==> config.mk <==
export PLATFORM = sky130hd
export DESIGN_NAME = bus_arbiter_flat
export DESIGN_NICKNAME = d
export VERILOG_FILES = /design/src/rtl/bus_arbiter_if.sv /design/src/rtl/bus_arbiter.sv /design/src/flat_wrapper.sv
export SDC_FILE = /design/constraint.sdc
export NUM_CORES = 1
export LEC_CHECK = 0
export ABC_AREA = 1
export BUFFER_PORTS_ARGS = -buffer_cell sky130_fd_sc_hd__buf_4
export CAP_MARGIN = 10
export CORE_ASPECT_RATIO = 0.8
export CORE_MARGIN = 2
export CORE_UTILIZATION = 43
export DETAILED_ROUTE_END_ITERATION = 12
export PLACE_DENSITY = 0.88
export SYNTH_ARGS = -nofsm -noshare
export SYNTH_HDL_FRONTEND = slang
export SYNTH_SLANG_ARGS = --single-unit
==> constraint.sdc <==
create_clock -name clk -period 1.2 [get_ports clk]
set_input_delay 0.06 -clock clk [delete_from_list [all_inputs] [get_ports clk]]
set_output_delay 0.06 -clock clk [all_outputs]
set_load 0.005 [all_outputs]
==> src/rtl/bus_arbiter_if.sv <==
// External single-master request/ready bus shared by fetch and load/store traffic.
// The arbiter drives the request side; the memory slave drives ready and read data.
interface bus_arbiter_if;
    logic        ext_valid;
    logic [31:0] ext_address;
    logic        ext_write;
    logic [31:0] ext_write_data;
    logic [3:0]  ext_byte_enable;
    logic        ext_ready;
    logic [31:0] ext_read_data;

    modport master (
        output ext_valid, ext_address, ext_write, ext_write_data, ext_byte_enable,
        input  ext_ready, ext_read_data
    );

    modport slave (
        input  ext_valid, ext_address, ext_write, ext_write_data, ext_byte_enable,
        output ext_ready, ext_read_data
    );
endinterface

==> src/rtl/bus_arbiter.sv <==
// Bus interface unit: arbitrates fetch and memory-stage requests onto one external bus,
// one transaction at a time, and returns one-cycle ready pulses to the hazard unit.
module bus_arbiter (
    input  logic          clk,
    input  logic          reset,
    input  logic          fetch_valid,
    input  logic [31:0]   fetch_address,
    output logic [31:0]   fetch_data,
    output logic          fetch_ready,
    input  logic          mem_request,
    input  logic          mem_write,
    input  logic [31:0]   mem_address,
    input  logic [31:0]   mem_write_data,
    input  logic [3:0]    mem_byte_enable,
    output logic [31:0]   mem_load_data,
    output logic          mem_ready,
    bus_arbiter_if.master bus
);

    typedef enum logic [1:0] {
        S_IDLE  = 2'd0,
        S_FETCH = 2'd1,
        S_MEM   = 2'd2
    } state_t;

    state_t      r_state;
    logic        r_ext_valid;
    logic [31:0] r_ext_address;
    logic        r_ext_write;
    logic [31:0] r_ext_write_data;
    logic [3:0]  r_ext_byte_enable;
    logic        r_fetch_ready;
    logic [31:0] r_fetch_data;
    logic        r_mem_ready;
    logic [31:0] r_mem_load_data;

    logic [31:0] w_fetch_addr;
    logic        w_done;
    logic        w_fetch_match;
    logic        w_mem_match;

    assign w_fetch_addr  = fetch_address & 32'hFFFF_FFFC;
    assign w_done        = r_ext_valid && bus.ext_ready;
    // A response only counts if the owner still wants exactly what was issued.
    assign w_fetch_match = fetch_valid && (w_fetch_addr == r_ext_address);
    assign w_mem_match   = mem_request && (mem_address == r_ext_address)
                           && (mem_write == r_ext_write);

    always_ff @(posedge clk) begin
        if (!reset) begin
            r_state           <= S_IDLE;
            r_ext_valid       <= 1'b0;
            r_ext_address     <= 32'h0;
            r_ext_write       <= 1'b0;
            r_ext_write_data  <= 32'h0;
            r_ext_byte_enable <= 4'h0;
            r_fetch_ready     <= 1'b0;
            r_fetch_data      <= 32'h0;
            r_mem_ready       <= 1'b0;
            r_mem_load_data   <= 32'h0;
        end else begin
            r_fetch_ready <= 1'b0;
            r_mem_ready   <= 1'b0;
            case (r_state)
                S_IDLE: begin
                    // A client still pulsing ready holds its consumed request; don't reissue it.
                    if (mem_request && !r_mem_ready) begin
                        r_state           <= S_MEM;
                        r_ext_valid       <= 1'b1;
                        r_ext_address     <= mem_address;
                        r_ext_write       <= mem_write;
                        r_ext_write_data  <= mem_write_data;
                        r_ext_byte_enable <= mem_write ? mem_byte_enable : 4'hF;
                    end else if (fetch_valid && !r_fetch_ready) begin
                        r_state           <= S_FETCH;
                        r_ext_valid       <= 1'b1;
                        r_ext_address     <= w_fetch_addr;
                        r_ext_write       <= 1'b0;
                        r_ext_write_data  <= 32'h0;
                        r_ext_byte_enable <= 4'hF;
                    end
                end
                S_FETCH: begin
                    if (w_done) begin
                        r_state       <= S_IDLE;
                        r_ext_valid   <= 1'b0;
                        r_fetch_data  <= bus.ext_read_data;
                        r_fetch_ready <= w_fetch_match;
                    end
                end
                S_MEM: begin
                    if (w_done) begin
                        r_state         <= S_IDLE;
                        r_ext_valid     <= 1'b0;
                        r_mem_load_data <= bus.ext_read_data;
                        r_mem_ready     <= w_mem_match;
                    end
                end
                default: begin
                    r_state     <= S_IDLE;
                    r_ext_valid <= 1'b0;
                end
            endcase
        end
    end

    assign bus.ext_valid       = r_ext_valid;
    assign bus.ext_address     = r_ext_address;
    assign bus.ext_write       = r_ext_write;
    assign bus.ext_write_data  = r_ext_write_data;
    assign bus.ext_byte_enable = r_ext_byte_enable;
    assign fetch_ready         = r_fetch_ready;
    assign fetch_data          = r_fetch_data;
    assign mem_ready           = r_mem_ready;
    assign mem_load_data       = r_mem_load_data;

endmodule

==> src/flat_wrapper.sv <==
// flat-port wrapper written by rule: the top's interface ports become plain ports
module bus_arbiter_flat 
  (clk, reset, fetch_valid, fetch_address, fetch_data, fetch_ready, mem_request, mem_write, mem_address, mem_write_data, mem_byte_enable, mem_load_data, mem_ready, bus_ext_valid, bus_ext_address, bus_ext_write, bus_ext_write_data, bus_ext_byte_enable, bus_ext_ready, bus_ext_read_data);
  bus_arbiter_if bus_i ();
  input  logic clk;
  input  logic reset;
  input  logic fetch_valid;
  input  logic [31:0] fetch_address;
  output logic [31:0] fetch_data;
  output logic fetch_ready;
  input  logic mem_request;
  input  logic mem_write;
  input  logic [31:0] mem_address;
  input  logic [31:0] mem_write_data;
  input  logic [3:0] mem_byte_enable;
  output logic [31:0] mem_load_data;
  output logic mem_ready;
  output wire logic [$bits(bus_i.ext_valid)-1:0] bus_ext_valid;
  output wire logic [$bits(bus_i.ext_address)-1:0] bus_ext_address;
  output wire logic [$bits(bus_i.ext_write)-1:0] bus_ext_write;
  output wire logic [$bits(bus_i.ext_write_data)-1:0] bus_ext_write_data;
  output wire logic [$bits(bus_i.ext_byte_enable)-1:0] bus_ext_byte_enable;
  input wire logic [$bits(bus_i.ext_ready)-1:0] bus_ext_ready;
  input wire logic [$bits(bus_i.ext_read_data)-1:0] bus_ext_read_data;
  assign bus_ext_valid = bus_i.ext_valid;
  assign bus_ext_address = bus_i.ext_address;
  assign bus_ext_write = bus_i.ext_write;
  assign bus_ext_write_data = bus_i.ext_write_data;
  assign bus_ext_byte_enable = bus_i.ext_byte_enable;
  assign bus_i.ext_ready = bus_ext_ready;
  assign bus_i.ext_read_data = bus_ext_read_data;
  bus_arbiter u_core (.clk(clk), .reset(reset), .fetch_valid(fetch_valid), .fetch_address(fetch_address), .fetch_data(fetch_data), .fetch_ready(fetch_ready), .mem_request(mem_request), .mem_write(mem_write), .mem_address(mem_address), .mem_write_data(mem_write_data), .mem_byte_enable(mem_byte_enable), .mem_load_data(mem_load_data), .mem_ready(mem_ready), .bus(bus_i));
endmodule
# After elaboration in Yosys (flattened, before gate mapping)
# Index checks and enable logic that the tools add are counted.
totals:
  reg_bits: 138
  output_inout_bits: 136
  wordCells: 51
op_classes:
  eq_ne: 7
  muxes: 17
  reduce_logical: 17
ops:
  columns: ["op", "count"]
  rows:
  - ["$mux 32", 4]
  - ["$eq 32x32->1", 2]
  - ["$mux 4", 3]
  - ["$reduce_and 2->1", 4]
  - ["$logic_and 1x1->1", 6]
  - ["$mux 2", 3]
  - ["$reduce_and 3->1", 2]
  - ["$mux 1", 5]
  - ["$pmux 2 s2", 1]
  - ["$ne 3x1->1 const B", 1]
  - ["$eq 2x1->1 const B", 1]
  - ["$eq 2x2->1 const B", 1]
  - ["$logic_not 1->1", 2]
  - ["$logic_not 2->1", 1]
  - ["$ne 2x1->1 const B", 1]
  - ["$pmux 1 s2", 1]
  - ["$reduce_bool 2->1", 1]
  - ["$reduce_or 2->1", 1]
  - ["$eq 1x1->1", 1]

# Logic depth before layout (Yosys ltp)
depth:
  depth_word: 5
  ltp_mapped: 9
  mapped_depth_nobuf: 8

# Worst setup path before layout
# Ideal clock, no wire load.
synth_path:
  kind: "register to register"
  from: "register u_core.r_state[1]"
  to: "register u_core.r_fetch_data[10] (netlist: u_core.fetch_data[10])"
  setup_ns: 0.128
  arrival_ns: 1.154
  t_required_ns: 1.072
  slack_ns: -0.082
  stages_incl_launch_ff: 7
  cell_sequence: "dfxtp_1 > inv_1 > ha_1 > nand3_1 > buf_2 > clkbuf_1 > a21oi_1"
synth_via:
  elab_chain_cells: 2
synth_rtl:
  columns: ["element", "line", "rtl"]
  rows:
  - ["start: declaration", "bus_arbiter.sv:26", "state_t r_state;"]
  - ["start signal: assignment", "bus_arbiter.sv:51", "r_state <= S_IDLE;"]
  - ["start signal: assignment", "bus_arbiter.sv:68", "r_state <= S_MEM;"]
  - ["start signal: assignment", "bus_arbiter.sv:75", "r_state <= S_FETCH;"]
  - ["$eq 2x1->1", "bus_arbiter.sv:64", "case (r_state)"]
  - ["$reduce_and 2->1 (no source line)", null, null]
  - ["end signal: assignment", "bus_arbiter.sv:87", "r_fetch_data <= bus.ext_read_data;"]
  - ["end: declaration", "bus_arbiter.sv:33", "logic [31:0] r_fetch_data;"]
# Every way passes these cells.
# A chain may end at the register's enable or synchronous reset.

# Final worst setup path
layout_path:
  from: "register u_core.r_state[0]"
  to: "register u_core.r_ext_address[18] (netlist: u_core.bus.ext_address[18])"
layout_via:
  elab_chain_cells: 2
layout_rtl:
  columns: ["element", "line", "rtl"]
  rows:
  - ["$logic_not 2->1", "bus_arbiter.sv:64", null]
  - ["$reduce_and 2->1 (no source line)", null, null]
  - ["end signal: assignment", "bus_arbiter.sv:70", "r_ext_address <= mem_address;"]
  - ["end signal: assignment", "bus_arbiter.sv:77", "r_ext_address <= w_fetch_addr;"]
  - ["end: declaration", "bus_arbiter.sv:28", "logic [31:0] r_ext_address;"]
# Every way passes these cells.

==> impl_results.md <==
- Max cap viols: 0
- Worst hold slack: around 0.026 ns
- Yosys cell types: 20
- M3 GR Usage: under 10%
- Number of antenna violations at the first check in global routing: 1
- Avg Cell Area, Syn: about 7 um2
- Pins Over Slew Limit: 0
- HP Class: input pin to flop
- Busiest grt layer: met2
- Crit-path max cell delay: between 0.3 and 0.4 ns
- WS Path Type: flop to flop
- Origin of the critical flop-to-flop path: u_core.r_state[0]
- P per Cell Area: roughly 1800 nW/um2
- Fin crit share: 112%
- CTS Buf Count: 17
- Flops & latches, synth: approximately 140
- Detailed-router iteration count before antenna repair: 7
- Crit path DAT: between 1.5 and 2 ns
- Cell Area, Placed: 8510 um2
- Via count: a little under 8000
- Most common cell after layout, fill and taps aside: buf_4
- Synthesized area: ~6100 um2
- Clock Latency Late Sink: about 0.42 ns
- Syn Inst Count: 867
- Die Span Y: between 100 and 150 um
- Final non-filler cell total: around 1500
- Syn-to-layout area delta: 85.8%
- Clk sinks: about 140
- Synthesized Nets: about 1000
- RSZ-0062 raised after global routing: true
- Worst Slack Setup Final: -0.148 ns
- CP Capture Type: flop
- Status: finished with violations
- Max Fanout on Critical Path: 8
- Leak pwr: between 5 and 6 nW
- Relative slew slack: slightly below 70%
- Clk slew on worst S/H paths: 0.06 ns
- Hold path cells: 3
- Worst-case clock buffer depth: 2
- Routing usage on met2: between 50% and 60%
- Vias per cell: about 5.3
- Worst-Margin Slew: 0.477 ns
- Hold Path Sink: u_core.bus.ext_write
- GR Util met1: approximately 36%
- Min cycle time layout: roughly 1.3 ns
- TritonCTS clock tree: yes
- GR Overflow Total: 0
- Worst Path Required: about 1.5 ns
- All-Layer GR Usage: 31.4%
- WL/cell: about 19 um
- Yosys warning count: 0
- # DRC: 0
- Commonest non-fill, non-tap cells in the layout: buf_4, nand2_1, dfxtp_1
- Crit start category: flop
- Number of failing hold endpoints at the final stage: 0
- Setup_tns: -10.90 ns
- Peak supply drop: roughly 1100 uV
- Initial Utilization: 44.4%
- Post-synthesis sequential area ratio: between 40 and 50%
- Core ar.: 13600 um2
- GP Congestion: approximately 0.9
- Failing checks: setup timing
- Width of the chip: 137 um
- Root buffer cell: clkbuf_16
- Final setup fails: between 100 and 150
- I/O pin total: about 270
- Crit path cell chain: inv_4, ha_4, nand2_4, nand2_8, clkinv_8, buf_12, o21ai_4, a21oi_4
- Post-place setup slack: -0.185 ns
- Fmax: between 700 and 800 MHz
- H-tree Lvls: 4
- Final #Nets: ~1400
- Hold Crit Start: mem_write
- Rows: 38
- Routed WL: approximately 27 mm
- Final Skew: 0.0146 ns
- Slowest cell on the critical path: dfxtp_2
- Fraction of layout cells with a size suffix above 1: a little over two fifths
- Die area: 15100 um2
- Final non-filler cell area: 11300 um2
- IO Port Bufs: ~270
- First-pass GRT wire length: between 30 and 40 mm
- Pin count of the biggest net entering global routing: 55
- Number of DRC markers in iteration 0: just over 500
- Vias in the first global route: between 7000 and 8000
- HPWL Detailed: about 15 mm
- Worst R2R Setup Slack: -0.15 ns
- Antenna Violating Nets Remaining: 0
- Reg2reg path depth: 8
- Inst Count DP: 1311
- Worst R2R End: u_core.bus.ext_address[18]
cell type report:
class	count	area, um2
antenna	1	2.50
clock buffer	19	453
clock inverter	13	133
fill	748	2380
inverter	90	358
multi-input combinational	593	3560
sequential	138	2770
tap	180	225
timing repair buffer	422	3740
timing repair inverter	1	16.3
kinds of logic after synthesis:
kind of cell | synth area share, %
AOI/OAI and AO/OA | 19.1
and+or+nand+nor | 20.8
buffers and inverters | 9.06
adders and majority gates | 0.619
xor gates and xnor gates | 4.91
DFF | 45.6
worst max-delay path by stage:
stage	startpoint	end	slack [ns]	cells past startpoint
floorplan	u_core.r_state[1]	u_core.fetch_data[10]	0.003	6
global route	u_core.r_state[0]	u_core.bus.ext_address[21]	-0.20	8
finish	u_core.r_state[0]	u_core.bus.ext_address[18]	-0.15	8
detailed placement	u_core.r_state[0]	u_core.bus.ext_address[12]	-0.18	7
global placement	u_core.r_state[0]	u_core.fetch_data[31]	-0.13	6
CTS	u_core.r_state[1]	u_core.mem_load_data[3]	-0.09	8
critical path, delay by kind of cell, from the launching register on:
| kind | cells | cell delay, ns |
|---|---|---|
| fa+ha+maj | 1 | 0.17 |
| simple gates | 2 | 0.21 |
| flops | 1 | 0.33 |
| buf+inv | 3 | 0.33 |
| compound gates | 2 | 0.19 |
per-stage QoR:
stage          power (W)  util [%]
5_1_grt           0.0210      82.5
4_1_cts           0.0183      76.4
2_1_floorplan    0.00882         -
6_report          0.0201      82.5
3_5_place_dp      0.0117      62.4
3_3_place_gp      0.0116      62.4
routing by layer:
| metal | wire length (um) | vias to the layer above |
|---|---|---|
| met5 | 0 | - |
| met4 | 1250 | 0 |
| met3 | 2130 | 106 |
| met2 | 13600 | 441 |
| met1 | 10000 | 3588 |
| li1 | - | 3557 |
power by group:
part           switching, W  internal (W)  total (W)
clock               0.00222       0.00302    0.00525
sequential         0.000822       0.00540    0.00623
combinational       0.00448       0.00415    0.00864
total               0.00753        0.0126     0.0201
synthesized netlist by cell type:
| cell type | count | share of area (%) |
|---|---|---|
| a21oi_1 | 88 | 7.3 |
| a31oi_1 | 12 | 1.2 |
| buf_1 | 1 | 0.062 |
| buf_2 | 16 | 1.3 |
| buf_4 | 5 | 0.62 |
| clkbuf_1 | 24 | 1.5 |
| dfxtp_1 | 138 | 46 |
| ha_1 | 3 | 0.62 |
| inv_1 | 85 | 5.3 |
| inv_2 | 5 | 0.31 |
| nand2_1 | 206 | 13 |
| nand2_2 | 2 | 0.21 |
| nand3_1 | 5 | 0.41 |
| nand4_1 | 1 | 0.10 |
| nor2_1 | 112 | 6.9 |
| nor2_4 | 2 | 0.37 |
| o21ai_0 | 89 | 7.3 |
| o21ai_1 | 39 | 3.2 |
| xnor2_1 | 15 | 2.2 |
| xor2_1 | 19 | 2.7 |
timing repair:
action / CTS / global route
setup buffers: 8 / 3
hold buffers: 95 / 0
gates resized for setup: 85 / 233
pin swaps: 10 / 33
setup endpoints to repair: 137 / 138
cloned: 5 / 5
hold endpoints to repair: 116 / 0
sequential cells by signal, indices dropped and copies added, names as in the netlist:
signal / count
u_core.bus.ext_valid: 1
u_core.mem_load_data: 32
u_core.fetch_data: 32
u_core.fetch_ready: 1
u_core.mem_ready: 1
u_core.bus.ext_byte_enable: 4
u_core.bus.ext_write_data: 32
u_core.bus.ext_write: 1
u_core.r_state: 2
u_core.bus.ext_address: 32
Power figures use the tool's default switching activity.
